===== config.mk =====
export PLATFORM = sky130hd
export DESIGN_NAME = turn_controller_flat
export DESIGN_NICKNAME = d
export VERILOG_FILES = /design/src/rtl/chess_clock_pkg.sv /design/src/rtl/turn_controller_if.sv /design/src/rtl/turn_controller_lockout_timer.sv /design/src/rtl/turn_controller.sv /design/src/flat_wrapper.sv
export SDC_FILE = /design/constraint.sdc
export NUM_CORES = 1
export LEC_CHECK = 0
export CAP_MARGIN = 10
export CORE_ASPECT_RATIO = 1.2
export CORE_MARGIN = 2
export CORE_UTILIZATION = 40
export CTS_BUF_LIST = sky130_fd_sc_hd__clkbuf_2 sky130_fd_sc_hd__clkbuf_4 sky130_fd_sc_hd__clkbuf_8
export DETAILED_ROUTE_END_ITERATION = 8
export GPL_ROUTABILITY_DRIVEN = 0
export PLACE_DENSITY = 0.65
export SYNTH_ARGS = -nofsm -noshare
export SYNTH_HDL_FRONTEND = slang
export SYNTH_SLANG_ARGS = --single-unit

===== constraint.sdc =====
create_clock -name CLK -period 3.4 [get_ports CLK]
set_clock_uncertainty 0.1 [all_clocks]
set_input_delay 0.68 -clock CLK [delete_from_list [all_inputs] [get_ports CLK]]
set_output_delay 0.68 -clock CLK [all_outputs]
set_load 0.05 [all_outputs]

===== src/rtl/chess_clock_pkg.sv =====
// Shared encodings for the chess clock sequencing blocks.
// State codes are visible on the STATE debug port, so their values are fixed.
package chess_clock_pkg;

    typedef enum logic [2:0] {
        ST_IDLE   = 3'd0,
        ST_RUN_P1 = 3'd1,
        ST_RUN_P2 = 3'd2,
        ST_PAUSED = 3'd3,
        ST_OVER   = 3'd4
    } state_t;

    localparam logic [1:0] WIN_NONE = 2'b00;
    localparam logic [1:0] WIN_P1   = 2'b01;
    localparam logic [1:0] WIN_P2   = 2'b10;

    localparam logic SIDE_P1 = 1'b0;
    localparam logic SIDE_P2 = 1'b1;

    // Timers are halted in every state except the two running states.
    function automatic logic is_halted(state_t s);
        return (s == ST_IDLE) || (s == ST_PAUSED) || (s == ST_OVER);
    endfunction

endpackage


===== src/rtl/turn_controller_if.sv =====
// Event inputs and switch/timer controls of the turn controller.
// master = button front-end side, slave = turn_controller.
interface turn_controller_if #(
    parameter int MOVE_W = 10
);
    logic              START;
    logic              PAUSE;
    logic              BTN_P1;
    logic              BTN_P2;
    logic              ZERO_P1;
    logic              ZERO_P2;
    logic              SELECT;
    logic              STOP;
    logic              END;
    logic              INC_P1;
    logic              INC_P2;
    logic [MOVE_W-1:0] MOVE_CNT;
    logic [1:0]        WINNER;
    logic [2:0]        STATE;

    modport master (
        output START, PAUSE, BTN_P1, BTN_P2, ZERO_P1, ZERO_P2,
        input  SELECT, STOP, END, INC_P1, INC_P2, MOVE_CNT, WINNER, STATE
    );

    modport slave (
        input  START, PAUSE, BTN_P1, BTN_P2, ZERO_P1, ZERO_P2,
        output SELECT, STOP, END, INC_P1, INC_P2, MOVE_CNT, WINNER, STATE
    );
endinterface


===== src/rtl/turn_controller_lockout_timer.sv =====
// Post-turn-change button lockout: loadable down-counter with zero flag.
// clear has priority over load; the count stops at zero.
module lockout_timer #(
    parameter int GUARD_W = 6
) (
    input  logic               clk,
    input  logic               rst_n,
    input  logic               clear,
    input  logic               load,
    input  logic [GUARD_W-1:0] load_val,
    output logic               zero
);

    logic [GUARD_W-1:0] count_q;

    always_ff @(posedge clk or negedge rst_n) begin
        if (!rst_n) begin
            count_q <= '0;
        end else if (clear) begin
            count_q <= '0;
        end else if (load) begin
            count_q <= load_val;
        end else if (count_q != '0) begin
            count_q <= count_q - 1'b1;
        end
    end

    assign zero = (count_q == '0);

endmodule


===== src/rtl/turn_controller.sv =====
// Chess clock turn sequencer: game events in, SELECT/STOP/END and
// increment pulses out, with a saturating full-move counter.
//
// state     | meaning
// ----------+-------------------------------------------------
// ST_IDLE   | no game, timers halted, waiting for START
// ST_RUN_P1 | player 1 clock running
// ST_RUN_P2 | player 2 clock running
// ST_PAUSED | both halted, resume returns to saved side
// ST_OVER   | a flag fell, END/WINNER held until START
module turn_controller
    import chess_clock_pkg::*;
#(
    parameter int MOVE_W       = 10,
    parameter int GUARD_CYCLES = 50,
    parameter int GUARD_W      = 6
) (
    input logic              CLK,
    input logic              CLR_N,
    turn_controller_if.slave bus
);

    localparam logic [GUARD_W-1:0] GUARD_LOAD = GUARD_W'(GUARD_CYCLES);

    state_t            state_q, state_d;
    logic              saved_q, saved_d;
    logic [1:0]        winner_q, winner_d;
    logic              select_q, select_d;
    logic              stop_q;
    logic              end_q;
    logic              inc1_q, inc1_d;
    logic              inc2_q, inc2_d;
    logic [MOVE_W-1:0] move_q;
    logic              move_inc;
    logic              move_clr;
    logic              lock_load;
    logic              lock_clear;
    logic              lock_zero;

    lockout_timer #(
        .GUARD_W (GUARD_W)
    ) u_lockout (
        .clk      (CLK),
        .rst_n    (CLR_N),
        .clear    (lock_clear),
        .load     (lock_load),
        .load_val (GUARD_LOAD),
        .zero     (lock_zero)
    );

    always_ff @(posedge CLK or negedge CLR_N) begin
        if (!CLR_N) begin
            state_q <= ST_IDLE;
        end else begin
            state_q <= state_d;
        end
    end

    // The active side's flag is checked first so a falling flag beats a
    // same-cycle move press, and the idle side's inputs never matter.
    always_comb begin
        state_d    = state_q;
        saved_d    = saved_q;
        winner_d   = winner_q;
        inc1_d     = 1'b0;
        inc2_d     = 1'b0;
        move_inc   = 1'b0;
        move_clr   = 1'b0;
        lock_load  = 1'b0;
        lock_clear = 1'b0;

        case (state_q)
            ST_IDLE: begin
                if (bus.START) begin
                    state_d = ST_RUN_P1;
                end
            end

            ST_RUN_P1: begin
                if (bus.ZERO_P1) begin
                    state_d  = ST_OVER;
                    winner_d = WIN_P2;
                end else if (bus.PAUSE) begin
                    state_d = ST_PAUSED;
                    saved_d = SIDE_P1;
                end else if (bus.BTN_P1 && lock_zero) begin
                    state_d   = ST_RUN_P2;
                    inc1_d    = 1'b1;
                    lock_load = 1'b1;
                end
            end

            ST_RUN_P2: begin
                if (bus.ZERO_P2) begin
                    state_d  = ST_OVER;
                    winner_d = WIN_P1;
                end else if (bus.PAUSE) begin
                    state_d = ST_PAUSED;
                    saved_d = SIDE_P2;
                end else if (bus.BTN_P2 && lock_zero) begin
                    state_d   = ST_RUN_P1;
                    inc2_d    = 1'b1;
                    lock_load = 1'b1;
                    move_inc  = 1'b1;
                end
            end

            ST_PAUSED: begin
                if (bus.PAUSE) begin
                    state_d = (saved_q == SIDE_P2) ? ST_RUN_P2 : ST_RUN_P1;
                end
            end

            ST_OVER: begin
                if (bus.START) begin
                    state_d    = ST_IDLE;
                    winner_d   = WIN_NONE;
                    move_clr   = 1'b1;
                    lock_clear = 1'b1;
                end
            end

            default: begin
                state_d    = ST_IDLE;
                lock_clear = 1'b1;
            end
        endcase
    end

    // SELECT follows the running side and freezes while paused or over.
    always_comb begin
        select_d = select_q;
        case (state_d)
            ST_IDLE:   select_d = SIDE_P1;
            ST_RUN_P1: select_d = SIDE_P1;
            ST_RUN_P2: select_d = SIDE_P2;
            default:   select_d = select_q;
        endcase
    end

    always_ff @(posedge CLK or negedge CLR_N) begin
        if (!CLR_N) begin
            saved_q  <= SIDE_P1;
            winner_q <= WIN_NONE;
            select_q <= SIDE_P1;
            stop_q   <= 1'b1;
            end_q    <= 1'b0;
            inc1_q   <= 1'b0;
            inc2_q   <= 1'b0;
        end else begin
            saved_q  <= saved_d;
            winner_q <= winner_d;
            select_q <= select_d;
            stop_q   <= is_halted(state_d);
            end_q    <= (state_d == ST_OVER);
            inc1_q   <= inc1_d;
            inc2_q   <= inc2_d;
        end
    end

    always_ff @(posedge CLK or negedge CLR_N) begin
        if (!CLR_N) begin
            move_q <= '0;
        end else if (move_clr) begin
            move_q <= '0;
        end else if (move_inc && (move_q != '1)) begin
            move_q <= move_q + 1'b1;
        end
    end

    assign bus.SELECT   = select_q;
    assign bus.STOP     = stop_q;
    assign bus.END      = end_q;
    assign bus.INC_P1   = inc1_q;
    assign bus.INC_P2   = inc2_q;
    assign bus.MOVE_CNT = move_q;
    assign bus.WINNER   = winner_q;
    assign bus.STATE    = state_q;

endmodule


===== src/flat_wrapper.sv =====
// flat-port wrapper written by rule: the top's interface ports become plain ports
module turn_controller_flat import chess_clock_pkg::*;
#(
    parameter int MOVE_W       = 10,
    parameter int GUARD_CYCLES = 50,
    parameter int GUARD_W      = 6
)
  (CLK, CLR_N, bus_START, bus_PAUSE, bus_BTN_P1, bus_BTN_P2, bus_ZERO_P1, bus_ZERO_P2, bus_SELECT, bus_STOP, bus_END, bus_INC_P1, bus_INC_P2, bus_MOVE_CNT, bus_WINNER, bus_STATE);
  turn_controller_if #(.MOVE_W(MOVE_W)) bus_i ();
  input logic CLK;
  input logic CLR_N;
  input wire logic [$bits(bus_i.START)-1:0] bus_START;
  input wire logic [$bits(bus_i.PAUSE)-1:0] bus_PAUSE;
  input wire logic [$bits(bus_i.BTN_P1)-1:0] bus_BTN_P1;
  input wire logic [$bits(bus_i.BTN_P2)-1:0] bus_BTN_P2;
  input wire logic [$bits(bus_i.ZERO_P1)-1:0] bus_ZERO_P1;
  input wire logic [$bits(bus_i.ZERO_P2)-1:0] bus_ZERO_P2;
  output wire logic [$bits(bus_i.SELECT)-1:0] bus_SELECT;
  output wire logic [$bits(bus_i.STOP)-1:0] bus_STOP;
  output wire logic [$bits(bus_i.END)-1:0] bus_END;
  output wire logic [$bits(bus_i.INC_P1)-1:0] bus_INC_P1;
  output wire logic [$bits(bus_i.INC_P2)-1:0] bus_INC_P2;
  output wire logic [$bits(bus_i.MOVE_CNT)-1:0] bus_MOVE_CNT;
  output wire logic [$bits(bus_i.WINNER)-1:0] bus_WINNER;
  output wire logic [$bits(bus_i.STATE)-1:0] bus_STATE;
  assign bus_i.START = bus_START;
  assign bus_i.PAUSE = bus_PAUSE;
  assign bus_i.BTN_P1 = bus_BTN_P1;
  assign bus_i.BTN_P2 = bus_BTN_P2;
  assign bus_i.ZERO_P1 = bus_ZERO_P1;
  assign bus_i.ZERO_P2 = bus_ZERO_P2;
  assign bus_SELECT = bus_i.SELECT;
  assign bus_STOP = bus_i.STOP;
  assign bus_END = bus_i.END;
  assign bus_INC_P1 = bus_i.INC_P1;
  assign bus_INC_P2 = bus_i.INC_P2;
  assign bus_MOVE_CNT = bus_i.MOVE_CNT;
  assign bus_WINNER = bus_i.WINNER;
  assign bus_STATE = bus_i.STATE;
  turn_controller #(.MOVE_W(MOVE_W), .GUARD_CYCLES(GUARD_CYCLES), .GUARD_W(GUARD_W)) u_core (.CLK(CLK), .CLR_N(CLR_N), .bus(bus_i));
endmodule

### Word level (Yosys, flattened, before mapping)

Index checks and enable logic that the tools add are counted.
Widths: inputs -> output; s select.

| storage, ports and cells | value |
|---|---|
| bits in registers | 27 |
| bits of input ports | 8 |
| output and inout bits | 20 |
| logic and storage cells | 84 |

| cells by class | value |
|---|---|
| add/sub/neg operators | 2 |
| equal/unequal tests | 16 |
| muxes and demuxes | 38 |
| reduce and logical (&&, ||, !) cells | 18 |

Operator list:

| kind | count |
|---|---|
| $mux 3 | 9 |
| $mux 10 | 2 |
| $mux 6 | 3 |
| $pmux 3 s5 | 1 |
| $mux 1 | 14 |
| $ne 2x2->1 const B | 7 |
| $eq 3x2->1 const B | 4 |
| $add 10x1->10 const B | 1 |
| $ne 10x10->1 const B | 1 |
| $mux 2 | 4 |
| $pmux 1 s2 | 4 |
| $eq 3x1->1 const B | 2 |
| $eq 3x3->1 const B | 2 |
| $logic_not 3->1 | 2 |
| $logic_not 6->1 | 1 |
| $pmux 2 s3 | 1 |
| $reduce_bool 2->1 | 3 |
| $reduce_bool 3->1 | 2 |
| $reduce_bool 6->1 | 1 |
| $sub 6x1->6 const B | 1 |
| $reduce_and 5->1 | 1 |
| $reduce_and 4->1 | 1 |
| $reduce_or 4->1 | 1 |
| $logic_and 1x1->1 | 3 |
| 2 further kinds | 3 |

### Depth between registers and ports, before layout

Gate-level depths: netlist of the first run.

| logic depth | value |
|---|---|
| depth after elaboration | 9 |
| depth in mapped cells | 8 |
| gate-level depth less buffers | 7 |

### Cells and area by module

A second synthesis of the first run with hierarchy kept.

| second synthesis, totals | value |
|---|---|
| cell total of the unflattened synthesis | 152 |
| area total of the unflattened synthesis | 1531.5 um^2 |

Modules (own cells, without submodules):

| module | times used | cells each | area each (um^2) | seq. area each (um^2) |
|---|---|---|---|---|
| turn_controller | 1 | 109 | 1121.1 | 526.8 |
| lockout_timer | 1 | 43 | 410.4 | 150.1 |

### Least setup slack after synthesis of the first run

No wires, ideal clock.

| timing path | value |
|---|---|
| path kind | flip-flop to flip-flop |
| from | register u_core.u_lockout.count_q[0] |
| to | register u_core.move_q[4] (netlist: u_core.bus.MOVE_CNT[4]) |
| setup time | 0.119 ns |
| arrival | 2.057 ns |
| required time | 3.181 ns |
| path slack | 1.124 ns |
| stages on the path, launching flop included | 9 |
| buffers on the path | 1 |
| period minus slack after synthesis | 2.276 ns |
| path through | dfrtp_1 -> inv_1 -> ha_1 -> or3b_4 -> or3_1 -> buf_6 -> nor4b_4 -> a21oi_1 -> o21a_1 |

| on the way | value |
|---|---|
| word-level cells in the longest chain between the ends | 8 |

RTL lines:

| item | line | source |
|---|---|---|
| start, declared | turn_controller_lockout_timer.sv:14 | `logic [GUARD_W-1:0] count_q;` |
| start signal, assigned | turn_controller_lockout_timer.sv:22 | `count_q <= load_val;` |
| start signal, assigned | turn_controller_lockout_timer.sv:24 | `count_q <= count_q - 1'b1;` |
| $logic_not 6->1 | turn_controller_lockout_timer.sv:28 | `assign zero = (count_q == '0);` |
| $logic_and 1x1->1 | turn_controller.sv:100 | `end else if (bus.BTN_P2 && lock_zero) begin` |
| $mux 1 | turn_controller.sv:100 |  |
| $mux 1 | turn_controller.sv:97 | `end else if (bus.PAUSE) begin` |
| $mux 1 | turn_controller.sv:94 | `if (bus.ZERO_P2) begin` |
| $mux 1 | turn_controller.sv:72 | `case (state_q)` |
| $logic_and 1x1->1 | turn_controller.sv:166 | `end else if (move_inc && (move_q != '1)) begin` |
| $reduce_bool 2->1 (no line) | n/a |  |
| end signal, assigned | turn_controller.sv:167 | `move_q <= move_q + 1'b1;` |
| end, declared | turn_controller.sv:33 | `logic [MOVE_W-1:0] move_q;` |

No other way between the ends.
A chain may end at the register's enable or synchronous reset.

### Worst setup path after layout of the first run

| timing path | value |
|---|---|
| from | input port bus_PAUSE |
| to | register u_core.move_q[4] (netlist: u_core.bus.MOVE_CNT[4]) |

| on the way | value |
|---|---|
| word-level cells in the longest chain between the ends | 5 |

RTL lines:

| item | line | source |
|---|---|---|
| start, declared | flat_wrapper.sv:13 | `input wire logic [$bits(bus_i.PAUSE)-1:0] bus_PAUSE;` |
| $mux 1 | turn_controller.sv:97 |  |
| $mux 1 | turn_controller.sv:94 |  |
| $mux 1 | turn_controller.sv:72 |  |
| $logic_and 1x1->1 | turn_controller.sv:166 |  |
| $reduce_bool 2->1 (no line) | n/a |  |

No other way between the ends.

==> out/qor.txt, run 1 <==
row count: 24
Sink Count: 27
Cells after DPL: 236
synth warn: 0
final period utilization: 71.8%
Startpoint Class: input pin
total wire length: 3.10 mm
Vias: 1234
vias in the first global route: 1198
Die H: 71.8 um
commonest non-fill, non-tap cells in the layout: 27 x clkdlybuf4s50_1, 26 x dfrtp_1, 16 x nand2_1
Port Buf Inserts: 27
DRT Pass-1 Iters: 4
cts hold-fix bufs: 0
first-pass GRT wire length: 5.51 mm
flops & latches, synth: 27
P_sw: 622 uW
Slew HR: 58.0%
Arr. time, crit path: 2500 ps
starting density of the core: 41.9%
antenna cell count: 0
Core Area: 3660 sq um
Filler cells: 355
DRC: 0
Wirelength per Cell: 12.9 um
routed vias/inst: 5.14
pwr dens: 745 nW/um^2
final hold viol count: 0
Post-CTS Setup Bufs: 0
hold path depth: 2
crit path time final: 2440 ps
maxcap violations: 0
Sequential Power Share: 36.8%
Post-synth ARST share: 100%
dpl cell area: 1840 sq um
area grow syn2layout: 22.8%
Multi-input gate area: 788 sq um
R2R cell count: 7
Synth Instances: 164
non-filler instance count after layout: 240
setup TNS: 0 ps
Clk pwr share: 12.8%
CP Capture Type: flip-flop
Achievable Freq: 0.410 GHz
CTS tree: built
Comb pwr share: 50.4%
sw frac: 44.3%
Hold Crit Class: reg2reg
Ports: 28
Nets: 200
DR iter-0 viols: 31
Clock Pin Slew Worst Setup and Hold Paths: 90 ps
largest net degree at the start of global routing: 28
number of synthesized flops with an enable pin: 0
actual slew at the worst max-slew pin: 629 ps
Congestion Overflow GR: 0
Data required, critical path: 3460 ps
initial antenna violation count: 0
post-detail-place hpwl: 2.42 mm
VDD IR-drop max: 0.000306 V
RSZ-0062 raised after global routing: no
Die Wd: 60.5 um
syn_area_per_cell: 9.35 sq um
total CTS buffers: 3
critical path type: in2reg
CP Max Fanout: 11
clk_lat worst skew: 270 ps
Die ar.: 4350 sq um
post_cts resized: 0
H-tree levels: 1
post-route ant nets: 0
register area share after synthesis: 44.1%
flip-flop and latch area: 677 sq um
Main synth FF type: dfrtp_1
root buffer cell: clkbuf_8
max-slew violations: 0
LEAKAGE: 0.000791 uW
library cells used by synthesis: 46
P_int: 782 uW
Post-Synthesis Net Count: 175
mapped cell area: 1530 sq um
most common cell after layout, fill and taps aside: clkdlybuf4s50_1
Clock Path Buffers: 2
Setup violations, final: 0
design area: 1880 sq um
GRT Overall Usage: 16.3%
layout cells sized above 1: 7.45%
status: finished clean
[power groups by stage]
stage | Clock, uW | Sequential, uW | Combinational [uW]
finish | 179 | 517 | 708
global route | 201 | 535 | 777
CTS | 187 | 517 | 718
detailed placement | 0 | 524 | 716
global placement | 0 | 521 | 699
floorplan | 0 | 660 | 385
[registers in the layout, summed over array words and instances, names as in the netlist]
| signal | flops |
|---|---|
| u_core.saved_q | 1 |
| u_core.bus.STOP | 1 |
| u_core.u_lockout.count_q | 6 |
| u_core.bus.INC_P2 | 1 |
| u_core.bus.MOVE_CNT | 10 |
| u_core.bus.WINNER | 2 |
| u_core.bus.END | 1 |
| u_core.bus.STATE | 3 |
| u_core.bus.SELECT | 1 |
| u_core.bus.INC_P1 | 1 |
[worst paths after layout]
check | from | endpoint | slack (ps)
setup reg to reg | u_core.u_lockout.count_q[0] | u_core.bus.MOVE_CNT[4] | 980
setup / recovery | bus_PAUSE | u_core.bus.MOVE_CNT[4] | 960
min in group asynchronous | CLR_N | u_core.bus.MOVE_CNT[1] | 670
hold reg to reg | u_core.bus.WINNER[1] | u_core.bus.WINNER[1] | 430
hold / removal | u_core.bus.WINNER[1] | u_core.bus.WINNER[1] | 430
max in group asynchronous | CLR_N | u_core.bus.STOP | 2230
[routing by layer]
layer  track usage, %  up-vias  share of wire (%)
li1                 -      624                  -
met1             22.2      586                 45
met2             27.3       20                 50
met3             2.17        4                3.2
met4             3.62        0               0.81
met5                0        -                  0
[through the flow]
stage               utilization [%]  worst slack, ps  power [uW]  hold WS, ps
floorplan                         -             1120        1050          284
global placement               50.2              706        1220          401
detailed placement             50.2              653        1240          416
CTS                            51.4              955        1420          440
global route                   51.4              797        1510          461
finish                         51.4              959        1400          427
[kinds of logic (layout without fill, tap and decap cells)]
| group | count (synthesis) | in the layout | synth area share (%) |
|---|---|---|---|
| compound gates | 25 | 25 | 10.4 |
| flops | 27 | 27 | 44.1 |
| buf+inv | 16 | 40 | 4.49 |
| mux | 2 | 2 | 1.31 |
| simple gates | 80 | 80 | 31.0 |
| xor+xnor | 11 | 11 | 6.28 |
| fa+ha+maj | 3 | 3 | 2.45 |
[cell type report]
class,instances,area share (%)
multi-input cells,121,41.8
flip-flops and latches,27,35.9
repair buffers,28,14.7
well taps,52,3.45
clock buffers,3,2.19
inverters,8,1.59
clock inverters,1,0.266
[critical path: stages]
cell,delay (ps)
clkdlybuf4s50_1,570
or3_1,570
nor4b_4,370
a21oi_1,110
o21a_1,190
[Yosys cell counts (3+ instances only)]
cell,n,area share (%)
a21oi_1,11,3.6
and3_1,7,2.9
nor3b_1,5,2.4
nand2_1,16,3.9
dfrtp_1,26,42
inv_1,8,2.0
xnor2_1,10,5.7
nor3_1,7,2.3
nor2_1,15,3.7
ha_1,3,2.4
clkbuf_1,6,1.5
nand3_1,6,2.0
No activity file was read; power rests on OpenSTA's default activity.
==> run 2: changes to the inputs <==
clock period = 2.25 ns   (was 3.4 ns; I/O delays follow)
==> run 2 against run 1 <==
Compared with the run above: count of clock-buffer cells in the layout is the same; clock power is 55% higher; die area is the same; critical path depth increased by 2; first-iteration DRC count increased by 130%; sequential share of layout area decreased by 2.3 points; largest power group unchanged; sequential cell count is the same; routed wire length rose by 12%; worst hold slack better by 3.4 ps; critical endpoint unchanged.
==> out/qor.txt, run 2 (synthesis results as in run 1) <==
R2R setup slack: 60 ps (was 980 ps)
actual slew at the worst max-slew pin: 499 ps (was 629 ps)
r2r startpoint: u_core.u_lockout.count_q[0] (unchanged)
Crit-path slowest cell: or3_4 (was clkdlybuf4s50_1)
Ports: 28 (unchanged)
Data required, critical path: 2370 ps (was 3460 ps)
largest net degree at the start of global routing: 28 (unchanged)
post-detail-place hpwl: 2.69 mm (was 2.42 mm)
final worst slack: 61.7 ps (was 959 ps)
dpl cell area: 1930 sq um (was 1840 sq um)
setup TNS: 0 ps (unchanged)
starting density of the core: 41.9% (unchanged)
total CTS buffers: 3 (unchanged)
RSZ-0062 raised after global routing: yes (was no)
GRT Overall Usage: 17.8% (was 16.3%)
antenna cell count: 0 (unchanged)
first-pass GRT wire length: 6.06 mm (was 5.51 mm)
worst slack, placed: -80.0 ps (was 653 ps)
Die ar.: 4350 sq um (unchanged)
Cells after DPL: 249 (was 236)
vias in the first global route: 1405 (was 1198)
routed vias/inst: 5.29 (was 5.14)
R2R cell count: 7 (unchanged)
max incr delay on CP: 430 ps (was 570 ps)
pwr dens: 1130 nW/um^2 (was 745 nW/um^2)
Achievable Freq: 0.457 GHz
final period utilization: 97.3%
total wire length: 3.47 mm (was 3.10 mm)
Sink Count: 27 (unchanged)
crit path time final: 2190 ps
critical path type: reg2reg (was in2reg)
Die H: 71.8 um (unchanged)
Arr. time, crit path: 2310 ps (was 2500 ps)
H-tree levels: 1 (unchanged)
root buffer cell: clkbuf_8 (unchanged)
Clock Path Buffers: 2 (unchanged)
design area: 2020 sq um (was 1880 sq um)
DRT Pass-1 Iters: 4 (unchanged)
max reg flops: 10 (unchanged)
LEAKAGE: 0.000869 uW (was 0.000791 uW)
Clock Pin Slew Worst Setup and Hold Paths: 100 ps (was 90 ps)
Setup crit start: u_core.u_lockout.count_q[0] (was bus_PAUSE)
Congestion Overflow GR: 0 (unchanged)
post-route ant nets: 0 (unchanged)
maxcap violations: 0 (unchanged)
crit path capture: u_core.bus.MOVE_CNT[4] (unchanged)
Startpoint Class: flip-flop (was input pin)
Hold Crit Class: in2async (was reg2reg)
Setup violations, final: 0 (unchanged)
layout cells sized above 1: 18.7% (was 7.45%)
VDD IR-drop max: 0.000646 V (was 0.000306 V)
CP Cell Sequence: inv_2 > ha_4 > or3b_4 > or3_4 > nor4b_4 > and3_1 > o21a_1 (was clkdlybuf4s50_1 > or3_1 > nor4b_4 > a21oi_1 > o21a_1)
commonest non-fill, non-tap cells in the layout: 26 x dfrtp_1, 24 x clkdlybuf4s50_1, 19 x buf_4 (was 27 x clkdlybuf4s50_1, 26 x dfrtp_1, 16 x nand2_1)
Slew HR: 66.6% (was 58.0%)
DR iter-0 viols: 72 (was 31)
area grow syn2layout: 31.4% (was 22.8%)
CP Capture Type: flip-flop (unchanged)
final hold viol count: 0 (unchanged)
row count: 24 (unchanged)
Core Area: 3660 sq um (unchanged)
most common cell after layout, fill and taps aside: dfrtp_1 (was clkdlybuf4s50_1)
Die Wd: 60.5 um (unchanged)
initial antenna violation count: 0 (unchanged)
DRC: 0 (unchanged)
Port Buf Inserts: 27 (unchanged)
CP Max Fanout: 6 (was 11)
CTS tree: built (unchanged)
max-slew violations: 0 (unchanged)
Hold Slack: 430 ps (was 427 ps)
Wirelength per Cell: 13.6 um (was 12.9 um)
RR Endpoint: u_core.bus.MOVE_CNT[4] (unchanged)
non-filler instance count after layout: 255 (was 240)
clk_lat worst skew: 270 ps (about the same)
status: finished clean (unchanged)
Nets: 215 (was 200)
Vias: 1348 (was 1234)
## run 2: metrics by stage
step	total power, uW	utilization (%)
after global routing	2440	55.0
after detailed placement	1970	52.6
after floorplan	1580	-
final	2290	55.0
after CTS	2250	54.0
after global placement	1930	52.6
## run 2: worst max-delay path, delay by kind of cell, from the launching register on
family                   cells  cell delay (ps)
AO/OA/AOI/OAI                1              120
buffers and inverters        1               90
adder cells (fa/ha/maj)      1              130
AND/OR/NAND/NOR              4             1290
flip-flops                   1              400
## run 2: area by class of cell
| cell class | count | area [sq um] |
|---|---|---|
| well taps | 52 | 65.1 |
| clock inverters | 1 | 5.00 |
| multi-input cells | 121 | 815 |
| repair buffers | 43 | 383 |
| fillers | 343 | 1650 |
| clock buffers | 3 | 41.3 |
| inverters | 8 | 30.0 |
| flip-flops and latches | 27 | 677 |
## run 2: repair_timing
item,4_1_cts,5_1_grt
pin swaps,0,6
gates resized for setup,1,5
setup buffers,0,2
setup endpoints to repair,3,6
hold buffers,0,0
## run 2: worst min path at each step
stage / startpoint / endpoint / slack, ps / cells past startpoint
3_3_place_gp: u_core.bus.WINNER[1] / u_core.bus.WINNER[1] / 400 / 2
2_1_floorplan: CLR_N / u_core.bus.END / 50 / 0
3_5_place_dp: u_core.bus.WINNER[1] / u_core.bus.WINNER[1] / 410 / 2
6_report: CLR_N / u_core.bus.END / 430 / 2
4_1_cts: u_core.bus.WINNER[1] / u_core.bus.WINNER[1] / 430 / 2
5_1_grt: CLR_N / u_core.bus.MOVE_CNT[0] / 470 / 2
## run 2: power breakdown
group	internal, uW	leakage [uW]	switching (uW)
registers	630	0.000356	157
clock network	124	0.0000255	153
logic	533	0.000487	690
total	1290	0.000869	1000
## run 2: metal layers
layer	GRT usage [%]	wire (um)	share of wire, %
met1	21.6	1490	43
met2	30.3	1800	52
met3	3.61	129	3.7
met4	7.25	48	1.4
met5	0	0	0
==> run 3: changes to the inputs <==
CORE_MARGIN = unset   (was 2)
==> run 3 against run 2 <==
Compared with the run above: setup slack better by 16 ps; first-iteration DRC count fell by 21%; combinational power is essentially flat; count of clock-buffer cells in the layout stayed put; register-to-register slack gained 20 ps; final area stayed put; sequential share of layout area unchanged; largest cell class unchanged; critical path type unchanged; maximum frequency grew 0.74%; cell count unchanged; power shrank 0.45%; non-clock buffer count is the same; global-route usage grew 1.1 points.
==> out/qor.txt, run 3 (synthesis results as in run 1) <==
root buffer cell: clkbuf_8 (unchanged)
RSZ-0062 raised after global routing: yes (unchanged)
GRT Overall Usage: 18.9% (was 17.8%)
first-pass GRT wire length: 6.09 mm (was 6.06 mm)
commonest non-fill, non-tap cells in the layout: 26 x dfrtp_1, 24 x clkdlybuf4s50_1, 19 x buf_4 (unchanged)
Filler cells: 338 (was 343)
critical path type: reg2reg (unchanged)
Ports: 28 (unchanged)
Sink Count: 27 (unchanged)
R2R cell count: 7 (unchanged)
row count: 24 (unchanged)
LEAKAGE: 0.000868 uW (was 0.000869 uW)
vias in the first global route: 1283 (was 1405)
setup TNS: 0 ps (unchanged)
DRC: 0 (unchanged)
total CTS buffers: 3 (unchanged)
crit path time final: 2170 ps (was 2190 ps)
Congestion Overflow GR: 0 (unchanged)
final hold viol count: 0 (unchanged)
Power, Total: 2280 uW (was 2290 uW)
DRT Pass-1 Iters: 4 (unchanged)
Slew HR: 66.7% (was 66.6%)
layout cells sized above 1: 17.7% (was 18.7%)
post-detail-place hpwl: 2.59 mm (was 2.69 mm)
R2R setup slack: 80 ps (was 60 ps)
Nets: 215 (unchanged)
largest net degree at the start of global routing: 28 (unchanged)
area grow syn2layout: 31.4% (unchanged)
r2r startpoint: u_core.u_lockout.count_q[1] (was u_core.u_lockout.count_q[0])
DR iter-0 viols: 57 (was 72)
max-slew violations: 0 (unchanged)
max reg flops: 10 (unchanged)
Setup violations, final: 0 (unchanged)
Port Buf Inserts: 27 (unchanged)
total wire length: 3.42 mm (was 3.47 mm)
Hold Slack: 437 ps (was 430 ps)
pwr dens: 1130 nW/um^2 (about the same)
Multi-input gate area: 815 sq um (unchanged)
H-tree levels: 1 (unchanged)
cts hold-fix bufs: 0 (unchanged)
initial antenna violation count: 0 (unchanged)
antenna cell count: 0 (unchanged)
Core Area: 3660 sq um (unchanged)
Vias: 1306 (was 1348)
Achievable Freq: 0.460 GHz (was 0.457 GHz)
Die Wd: 58.5 um (was 60.5 um)
flip-flop and latch area: 677 sq um (unchanged)
Data required, critical path: 2310 ps (was 2370 ps)
CP Capture Type: flip-flop (unchanged)
VDD IR-drop max: 0.000621 V (was 0.000646 V)
clk_lat worst skew: 270 ps (about the same)
routed vias/inst: 5.12 (was 5.29)
Arr. time, crit path: 2230 ps (was 2310 ps)
CP Max Fanout: 6 (unchanged)
Wirelength per Cell: 13.4 um (was 13.6 um)
status: finished clean (unchanged)
CTS tree: built (unchanged)
Clock Pin Slew Worst Setup and Hold Paths: 90 ps (was 100 ps)
Die H: 69.8 um (was 71.8 um)
actual slew at the worst max-slew pin: 498 ps (was 499 ps)
post-route ant nets: 0 (unchanged)
maxcap violations: 0 (unchanged)
final period utilization: 96.5% (was 97.3%)
Clock Path Buffers: 2 (unchanged)
starting density of the core: 41.9% (unchanged)
most common cell after layout, fill and taps aside: dfrtp_1 (unchanged)
Hold Crit Class: in2async (unchanged)
Startpoint Class: flip-flop (unchanged)
Die ar.: 4090 sq um (was 4350 sq um)
RR Endpoint: u_core.bus.MOVE_CNT[4] (unchanged)
## run 3: through the flow
stage / utilization [%] / std cells / instance area [sq um] / worst slack, ps
floorplan: - / 164 / 1530 / 7.29
global placement: 52.6 / 249 / 1930 / 0.718
detailed placement: 52.6 / 249 / 1930 / -97.1
CTS: 55.0 / 255 / 2020 / -14.5
global route: 55.0 / 255 / 2020 / -8.78
finish: 55.0 / 255 / 2020 / 77.8
## run 3: where the power goes
part	leakage, uW	total (uW)	internal [uW]	switching [uW]
Combinational	0.000486	1220	527	693
Sequential	0.000356	786	630	156
Clock	0.0000255	271	124	147
## run 3: cell type report
| class | instances | share of cell area, % |
|---|---|---|
| multi-input combinational | 121 | 40.4 |
| sequential | 27 | 33.6 |
| timing repair buffer | 43 | 19.0 |
| tap | 52 | 3.23 |
| clock buffer | 3 | 2.05 |
| inverter | 8 | 1.49 |
| clock inverter | 1 | 0.248 |
## run 3: worst max-delay path by stage
stage | startpoint | to | cells after the start | slack (ps)
floorplan | u_core.u_lockout.count_q[0] | u_core.bus.MOVE_CNT[4] | 8 | 7
global placement | bus_PAUSE | u_core.bus.MOVE_CNT[4] | 5 | 0.7
detailed placement | u_core.u_lockout.count_q[0] | u_core.bus.MOVE_CNT[4] | 7 | -100
CTS | u_core.u_lockout.count_q[1] | u_core.bus.MOVE_CNT[4] | 7 | -10
global route | u_core.u_lockout.count_q[0] | u_core.bus.MOVE_CNT[4] | 7 | -9
finish | u_core.u_lockout.count_q[1] | u_core.bus.MOVE_CNT[4] | 7 | 80
## run 3: worst max-delay path, cell delays in order (launching register included)
cell and delay (ps):
dfrtp_1 400, inv_2 90, ha_4 140, or3b_4 380
or3_4 390, nor4b_4 290, a21oi_1 110, o21a_1 180
## run 3: layer usage
metal  part of all wire (%)  vias to the layer above  GRT usage (%)
li1                       -                      651              -
met1                     44                      638           24.2
met2                     54                       15           33.2
met3                    2.1                        2           2.43
met4                   0.44                        0           4.23
met5                      0                        -              0
## run 3: repair_timing
action	4_1_cts	5_1_grt
setup endpoints to repair	3	5
pin swaps	5	5
gates resized for setup	5	0
buffers inserted	2	0
